## src/rtl/ahb_req_arbiter.sv

```systemverilog
// ahb_req_arbiter: two-requester round-robin AHB-Lite master front end.
// Wait-state timeout is built only when AHB_ARB_TIMEOUT_EN is defined.
module ahb_req_arbiter #(
   parameter int ADDR_W      = 32,
   parameter int DATA_W      = 32,
   parameter int TIMEOUT_CYC = 64
) (
   input  logic              Hclk,
   input  logic              Hresetn,
   input  logic              req0_valid,
   output logic              req0_ready,
   input  logic              req0_write,
   input  logic [ADDR_W-1:0] req0_addr,
   input  logic [DATA_W-1:0] req0_wdata,
   input  logic [2:0]        req0_size,
   output logic              rsp0_valid,
   output logic [DATA_W-1:0] rsp0_rdata,
   output logic              rsp0_err,
   input  logic              req1_valid,
   output logic              req1_ready,
   input  logic              req1_write,
   input  logic [ADDR_W-1:0] req1_addr,
   input  logic [DATA_W-1:0] req1_wdata,
   input  logic [2:0]        req1_size,
   output logic              rsp1_valid,
   output logic [DATA_W-1:0] rsp1_rdata,
   output logic              rsp1_err,
   output logic [1:0]        grant,
   output logic [1:0]        Htrans,
   output logic [ADDR_W-1:0] Haddr,
   output logic              Hwrite,
   output logic [DATA_W-1:0] Hwdata,
   output logic [2:0]        Hsize,
   output logic [2:0]        Hburst,
   output logic              Hreadyin,
   input  logic              Hreadyout,
   input  logic [DATA_W-1:0] Hrdata,
   input  logic [1:0]        Hresp
);

   typedef enum logic [1:0] {
      S_IDLE,
      S_ADDR,
      S_DATA,
      S_RESP
   } state_t;

   state_t                   r_state;
   logic                     r_last;
   logic [1:0]               r_grant;
   logic [1:0]               r_htrans;
   logic [ADDR_W-1:0]        r_haddr;
   logic                     r_hwrite;
   logic [DATA_W-1:0]        r_hwdata;
   logic [2:0]               r_hsize;
   logic [1:0]               r_rsp_valid;
   logic [1:0][DATA_W-1:0]   r_rdata;
   logic [1:0]               r_err;

   logic                     w_idle;
   logic                     w_win0;
   logic                     w_win1;
   logic                     w_go;
   logic                     w_sel;
   logic                     w_own;
   logic                     w_write;
   logic [ADDR_W-1:0]        w_addr;
   logic [DATA_W-1:0]        w_wdata;
   logic [2:0]               w_size;

`ifdef AHB_ARB_TIMEOUT_EN
   localparam int TW = $clog2(TIMEOUT_CYC + 1);
   logic [TW-1:0]            r_wait;
   logic                     w_tmo;
   assign w_tmo = (r_wait == TW'(TIMEOUT_CYC - 1));
`else
   localparam int unused_tmo = TIMEOUT_CYC;
`endif

   // r_last = 1 means req1 was served last, so req0 wins a tie
   assign w_win0  = req0_valid & (~req1_valid | r_last);
   assign w_win1  = req1_valid & (~req0_valid | ~r_last);
   assign w_idle  = (r_state == S_IDLE) & Hresetn;
   assign w_go    = w_idle & (w_win0 | w_win1);
   assign w_sel   = w_win1;
   assign w_own   = r_grant[1];

   assign req0_ready = w_idle & w_win0;
   assign req1_ready = w_idle & w_win1;

   assign w_write = w_sel ? req1_write : req0_write;
   assign w_addr  = w_sel ? req1_addr  : req0_addr;
   assign w_wdata = w_sel ? req1_wdata : req0_wdata;
   assign w_size  = w_sel ? req1_size  : req0_size;

   always_ff @(posedge Hclk or negedge Hresetn) begin
      if (!Hresetn) begin
         r_state     <= S_IDLE;
         r_last      <= 1'b1;
         r_grant     <= 2'b00;
         r_htrans    <= 2'b00;
         r_haddr     <= '0;
         r_hwrite    <= 1'b0;
         r_hwdata    <= '0;
         r_hsize     <= 3'b010;
         r_rsp_valid <= 2'b00;
         r_rdata     <= '0;
         r_err       <= 2'b00;
`ifdef AHB_ARB_TIMEOUT_EN
         r_wait      <= '0;
`endif
      end else begin
         r_rsp_valid <= 2'b00;
         unique case (r_state)
            S_IDLE: begin
               if (w_go) begin
                  r_grant <= w_sel ? 2'b10 : 2'b01;
                  if (w_size > 3'b010) begin
                     r_rsp_valid[w_sel] <= 1'b1;
                     r_rdata[w_sel]     <= '0;
                     r_err[w_sel]       <= 1'b1;
                     r_state            <= S_RESP;
                  end else begin
                     r_htrans <= 2'b10;
                     r_haddr  <= w_addr;
                     r_hwrite <= w_write;
                     r_hwdata <= w_wdata;
                     r_hsize  <= w_size;
                     r_state  <= S_ADDR;
`ifdef AHB_ARB_TIMEOUT_EN
                     r_wait   <= '0;
`endif
                  end
               end
            end
            S_ADDR: begin
               if (Hreadyout) begin
                  r_htrans <= 2'b00;
                  r_state  <= S_DATA;
`ifdef AHB_ARB_TIMEOUT_EN
                  r_wait   <= '0;
               end else if (w_tmo) begin
                  r_htrans           <= 2'b00;
                  r_rsp_valid[w_own] <= 1'b1;
                  r_rdata[w_own]     <= '0;
                  r_err[w_own]       <= 1'b1;
                  r_state            <= S_RESP;
               end else begin
                  r_wait <= r_wait + 1'b1;
`endif
               end
            end
            S_DATA: begin
               if (Hreadyout) begin
                  r_rsp_valid[w_own] <= 1'b1;
                  r_rdata[w_own]     <= r_hwrite ? '0 : Hrdata;
                  r_err[w_own]       <= (Hresp != 2'b00);
                  r_state            <= S_RESP;
`ifdef AHB_ARB_TIMEOUT_EN
               end else if (w_tmo) begin
                  r_rsp_valid[w_own] <= 1'b1;
                  r_rdata[w_own]     <= '0;
                  r_err[w_own]       <= 1'b1;
                  r_state            <= S_RESP;
               end else begin
                  r_wait <= r_wait + 1'b1;
`endif
               end
            end
            S_RESP: begin
               r_last  <= w_own;
               r_grant <= 2'b00;
               r_state <= S_IDLE;
            end
            default: r_state <= S_IDLE;
         endcase
      end
   end

   assign grant      = r_grant;
   assign Htrans     = r_htrans;
   assign Haddr      = r_haddr;
   assign Hwrite     = r_hwrite;
   assign Hwdata     = r_hwdata;
   assign Hsize      = r_hsize;
   assign Hburst     = 3'b000;
   assign Hreadyin   = 1'b1;
   assign rsp0_valid = r_rsp_valid[0];
   assign rsp1_valid = r_rsp_valid[1];
   assign rsp0_rdata = r_rdata[0];
   assign rsp1_rdata = r_rdata[1];
   assign rsp0_err   = r_err[0];
   assign rsp1_err   = r_err[1];

endmodule
```

## config.mk

```make
export PLATFORM = sky130hd
export DESIGN_NAME = ahb_req_arbiter
export DESIGN_NICKNAME = d
export VERILOG_FILES = /design/src/rtl/ahb_req_arbiter.sv
export SDC_FILE = /design/constraint.sdc
export NUM_CORES = 1
export LEC_CHECK = 0
export CAP_MARGIN = 20
export CORE_MARGIN = 3
export CORE_UTILIZATION = 36
export CTS_CLUSTER_SIZE = 24
export DETAILED_ROUTE_END_ITERATION = 6
export PLACE_DENSITY = 0.76
export SLEW_MARGIN = 20
export SYNTH_ARGS = -nofsm -noshare
export SYNTH_HDL_FRONTEND = slang
export SYNTH_SLANG_ARGS = --single-unit
```

## constraint.sdc

```tcl
create_clock -name Hclk -period 1.88 [get_ports Hclk]
set_input_delay 0.564 -clock Hclk [delete_from_list [all_inputs] [get_ports Hclk]]
set_output_delay 0.564 -clock Hclk [all_outputs]
set_load 0.02 [all_outputs]
```

# == After elaboration in Yosys (flattened, before gate mapping) ==
# Index checks and enable logic that the tools add are counted.
# W data, S select, Z words.
# op_classes
n_mux,39
eq_ne,8
n_lt_le_gt_ge,5
reduce_logical,12
bitwise_logic,16
# ops
cell,count
$mux W64,3
$mux W32,5
$pmux W64 S2,1
$and A64 B64 Y64,1
$bwmux W64,1
$demux W32 S1,2
$not A64 Y64,1
$mux W2,15
$pmux W2 S2,4
$ne A2 B2 Y1 const B,4
$pmux W2 S4,1
$reduce_and A4 Y1,2
$reduce_bool A2 Y1,4
$and A1 B1 Y1,6
$reduce_and A3 Y1,2
$eq A2 B2 Y1 const B,2
$lt A1 B2 Y1 const B,2
$not A1 Y1,4
$gt A3 B2 Y1 const B,1
$mux W1,3
$mux W3,1
$or A1 B1 Y1,3
$bwmux W2,1
$demux W1 S1,2
7 further kinds,9
# word_totals
ff_bits,143
input_bits,175

# == Logic depth before layout (Yosys ltp) ==
# logic_depth
ltp_word,12
ltp_mapped,8

# == Worst setup path before layout ==
# Ideal clock, no wire load.
# synth_path
path_kind,reg-to-output
start,register r_state[0]
end,output req0_ready
n_path_buf,1
stages_incl_launch_ff,6
path_slack_ps,-126
arrival_time_ps,1442
cell_sequence,dfrtp_1 inv_1 ha_1 clkbuf_1 nand3_1 a21oi_1
# synth_between
elab_chain_cells,3
# synth_lines
item,line_no,source
"start, declared",48,state_t r_state;
"start signal, assigned",98,r_state <= S_IDLE;
"start signal, assigned",122,r_state <= S_RESP;
"start signal, assigned",129,r_state <= S_ADDR;
$logic_not A2 Y1,83,assign w_idle = (r_state == S_IDLE) & Hresetn;
$and A1 B1 Y1,83,
$and A1 B1 Y1,88,assign req0_ready = w_idle & w_win0;
"end, declared",11,"output logic req0_ready,"
# No other way between the ends.

# == Worst setup path after layout ==
# layout_path
start,register r_state[0]
end,register r_rdata (netlist bit rsp1_rdata[22])
# layout_between
elab_chain_cells,5
elab_cells_between_ends,10
cone_classes,eq/ne: 4; mux: 1; bitwise: 2; reduce/logical: 3
# layout_lines
item,line_no,source
$logic_not A2 Y1,"83, 114",
$and A1 B1 Y1,83,
$and A1 B1 Y1,84,assign w_go = w_idle & (w_win0 | w_win1);
$ne A2 B2 Y1 (no line),n/a,
$reduce_and A4 Y1 (no line),n/a,
"end signal, assigned by index",156,r_rdata[w_own] <= r_hwrite ? '0 : Hrdata;
"end, declared",57,logic [1:0][DATA_W-1:0] r_rdata;
# Parallel ways exist; a longest one is shown, timed or not.
# A chain may end at the register's enable or synchronous reset.

==> results.md <==
* Status: finished, violations left
* Violated checks: negative setup slack
* Compound-Gate Fraction of Synth Area at 22.37%
* Slew headroom at 46.26%
* Critical path type: reg2reg
* Pleak at about 5.2 nW
* Initial antenna violation count at 0
* Via density at roughly 5.3
* Reg clk slew, reported paths at 0.06 ns
* Synth warnings at 0
* Detail Route Antenna Nets at 0
* CP Launch Type: flop
* Final Cell Area at 11340 µm²
* Cells along the critical path: inv_2, buf_4, buf_6, ha_4, nand2b_4, a22oi_2, buf_4, o211ai_1, buf_4, clkbuf_16, o2bb2ai_1
* Layout cells sized above 1 at between 10% and 20%
* Starting Density at 37.45%
* # port buffers at approximately 320
* Worst Tran Pin Value at ~0.81 ns
* Setup Skew at between 0.01 and 0.015 ns
* Maximum clock path buffer count at 2
* Register area share after synthesis at between 50% and 60%
* Area Overhead vs Synth at 78.75%
* Number of synthesized register bits at 142
* Worst vdd ir at around 860 µV
* Grt ovf at 0
* # setup viols final at between 60 and 70
* Mux contribution to synthesized area at 11.34%
* Vias in the first global route at 5976
* Post-Synth XOR/XNOR Area at 0%
* Core Area at 16940 µm²
* Die width at 138.7 µm
* Nets at roughly 1100
* Crit Path Max Fanout at 8
* Post-synthesis adder-cell area fraction at 0.9864%
* Crit path DAT at 2.29 ns
* H-tree depth at 4
* Gp weighted congestion at 0.8363
* Synth top area cells: dfrtp_1 55%, mux2i_1 10%, o21ai_0 10%, o2bb2ai_1 9.1%, nand2b_1 3.4%
* Primary FF master, synth: dfrtp_1
* Post-route minimum period at 2.001 ns
* N_diodes at 0
* Cell mode on critical path: buf_4
* Die Y at 138.7 µm
* Unrepaired setup endpoints after global routing: true
* Post-route DRC at 0
* WP buf/inv at 6
* Clk_lat worst skew at 0.42 ns
* Yosys cell types at 35
* Num rows at 47
* Cell area after synthesis at 6342 µm²
* Max-cap viol count at 0
* Routed wire length per instance at 21.08 µm
* Fmax at 499.7 MHz
* Total Wirelength at 23940 µm
* Root Buffer: clkbuf_16
* Via count at 5988
* R2r endpoint: rsp1_rdata[22]$_DFFE_PN0P_
* Main combinational cell family by area after synthesis: compound AO/OA/AOI/OAI gates
* Post-Syn Instances at 554
* Mapped Avg Cell Area at between 10 and 15 µm²
* R2r setup slk at -0.12 ns
* Die ar. at between 15000 and 20000 µm²
* Hpwl dp at 15060 µm
* Most frequent cells after synthesis: 140 x dfrtp_1, 131 x o21ai_0, 66 x mux2i_1, 66 x o2bb2ai_1, 34 x nand2b_1
* EDFF count, synth at 0
* Most frequent cell after synthesis: dfrtp_1
* Pin count of the biggest net entering global routing at between 100 and 150
* Total GRT Usage at 22.06%
* Delay-heaviest family, CP: buffers and inverters
* DRT iter0 DRCs at 202
* Share of the synthesized area in the top cell type at 55.24%
* IO Pins at 321
* Power density cells at roughly 1500 nW/µm²
* CTS tree: yes
* Max Slew Vio Count at 0
* Critical-path top delay cell: dfrtp_1
* DRT Pass-1 Iters at 4
* Clock sinks at 142
* Fin crit share at 106.4%
* Final Hold Fails at 0
* Hold Crit Class: in2async
* PnR worst setup slack at -0.1212 ns
* TritonCTS Buffers at 17
* Area leader, netlist: dfrtp_1
* Worst reg2reg path startpoint: r_state[0]$_DFFE_PN0P_
* Final core occ at 66.94%
* Asr flop ratio synth at 100.0%
* R2r worst-path depth at 11
* First-pass GRT wire length at approximately 34000 µm
* Simple-Gate Fraction of Synth Area at between 4 and 5%
* Worst EP required at 2.17 ns
* Largest stage delay, worst path at 0.36 ns
* Setup crit end kind: flop
* Area after DPL at roughly 10000 µm²
-- timing repair --
| action | 4_1_cts | 5_1_grt |
|---|---|---|
| setup endpoints to repair | 279 | 101 |
| hold buffers | 0 | 0 |
| setup buffers | 8 | 6 |
| gates cloned | 3 | 8 |
| resized for setup | 170 | 107 |
| pin swaps | 5 | 5 |
-- worst max-delay path by stage --
stage,slack [ns],end,start,depth (start not counted)
global route,-0.19,rsp1_rdata[22]$_DFFE_PN0P_,r_state[0]$_DFFE_PN0P_,11
CTS,-0.07,req0_ready,r_state[1]$_DFFE_PN0P_,5
global placement,-0.69,req1_ready,req0_valid,4
finish,-0.12,rsp1_rdata[22]$_DFFE_PN0P_,r_state[0]$_DFFE_PN0P_,11
detailed placement,-0.70,req1_ready,req0_valid,4
floorplan,-0.01,Htrans[1]$_DFFE_PN0P_,req1_valid,6
-- sequential cells by signal (all words and copies together), names as in the netlist --
signal and cells:
r_err 2, Hwrite 1, r_rsp_valid 2, Hwdata 32, r_state 2, rsp0_rdata 32, r_last 1, Haddr 32
Htrans 1, Hsize 3, grant 2, rsp1_rdata 32
-- per-layer routing --
layer,up-vias,wire [µm],global-route usage [%]
li1,2734,-,-
met5,-,0,0
met2,264,12200,38.36
met3,32,1786,6.931
met4,0,427,5.613
met1,2958,9530,26.76
-- layout make-up --
type                    instances  area [µm²]
well taps                     220       275.3
multi-input cells             357        3074
clock inverters                11       132.6
clock buffers                  21       460.4
fillers                      1284        5599
inverters                       7       26.28
repair buffers                378        3812
flip-flops and latches        142        3556
-- worst min-delay path, delay by kind of cell --
family / cells / cell delay [ns]
buffers and inverters: 3 / 0.75
-- placed cells by master (no fill, tap or decap), types with 4 or more instances in the layout --
| cell | synthesis | final |
|---|---|---|
| clkbuf_16 | 0 | 23 |
| o2bb2ai_1 | 66 | 5 |
| dfrtp_1 | 140 | 140 |
| dlygate4sd2_1 | 0 | 139 |
| nand2_1 | 4 | 4 |
| mux2i_1 | 66 | 66 |
| o21ai_1 | 4 | 20 |
| a21oi_1 | 6 | 4 |
| clkinvlp_4 | 0 | 5 |
| buf_4 | 6 | 36 |
| clkdlybuf4s50_1 | 0 | 170 |
| buf_6 | 4 | 6 |
| o2bb2ai_4 | 0 | 5 |
| conb_1 | 2 | 5 |
| o2bb2ai_2 | 0 | 56 |
| inv_1 | 7 | 5 |
| nor2_1 | 5 | 4 |
| o21ai_0 | 131 | 115 |
| nand2b_1 | 34 | 33 |
| mux2_2 | 4 | 4 |
| buf_12 | 0 | 13 |
-- power by group --
group / total [mW] / switching [mW] / internal (mW)
sequential: 5.19 / 0.835 / 4.35
clock: 3.39 / 1.35 / 2.04
combinational: 8.54 / 4.62 / 3.92
total: 17.1 / 6.80 / 10.3
-- per-stage QoR --
stage | hold slack [ns] | setup TNS, ns | total power, mW | setup WS (ns) | std cells
final | 0.4208 | -4.531 | 17.12 | -0.1212 | 1136
after global routing | 0.4814 | -9.538 | 17.99 | -0.1944 | 1136
after CTS | 0.4859 | -0.1026 | 15.80 | -0.07399 | 1122
after detailed placement | 0.4708 | -86.46 | 12.95 | -0.7004 | 1079
after global placement | 0.4690 | -83.07 | 12.82 | -0.6927 | 1079
after floorplan | 0.2684 | -0.01801 | 8.835 | -0.01207 | 557
-- kinds of logic (layout without fill, tap and decap cells) --
kind of cell | Yosys count | in the layout
compound gates | 224 | 224
flops | 142 | 142
mux | 71 | 71
buf+inv | 58 | 417
simple gates | 52 | 52
fa+ha+maj | 5 | 5
other cells | 2 | 5
Note: power is estimated with default switching activity, not from simulation.
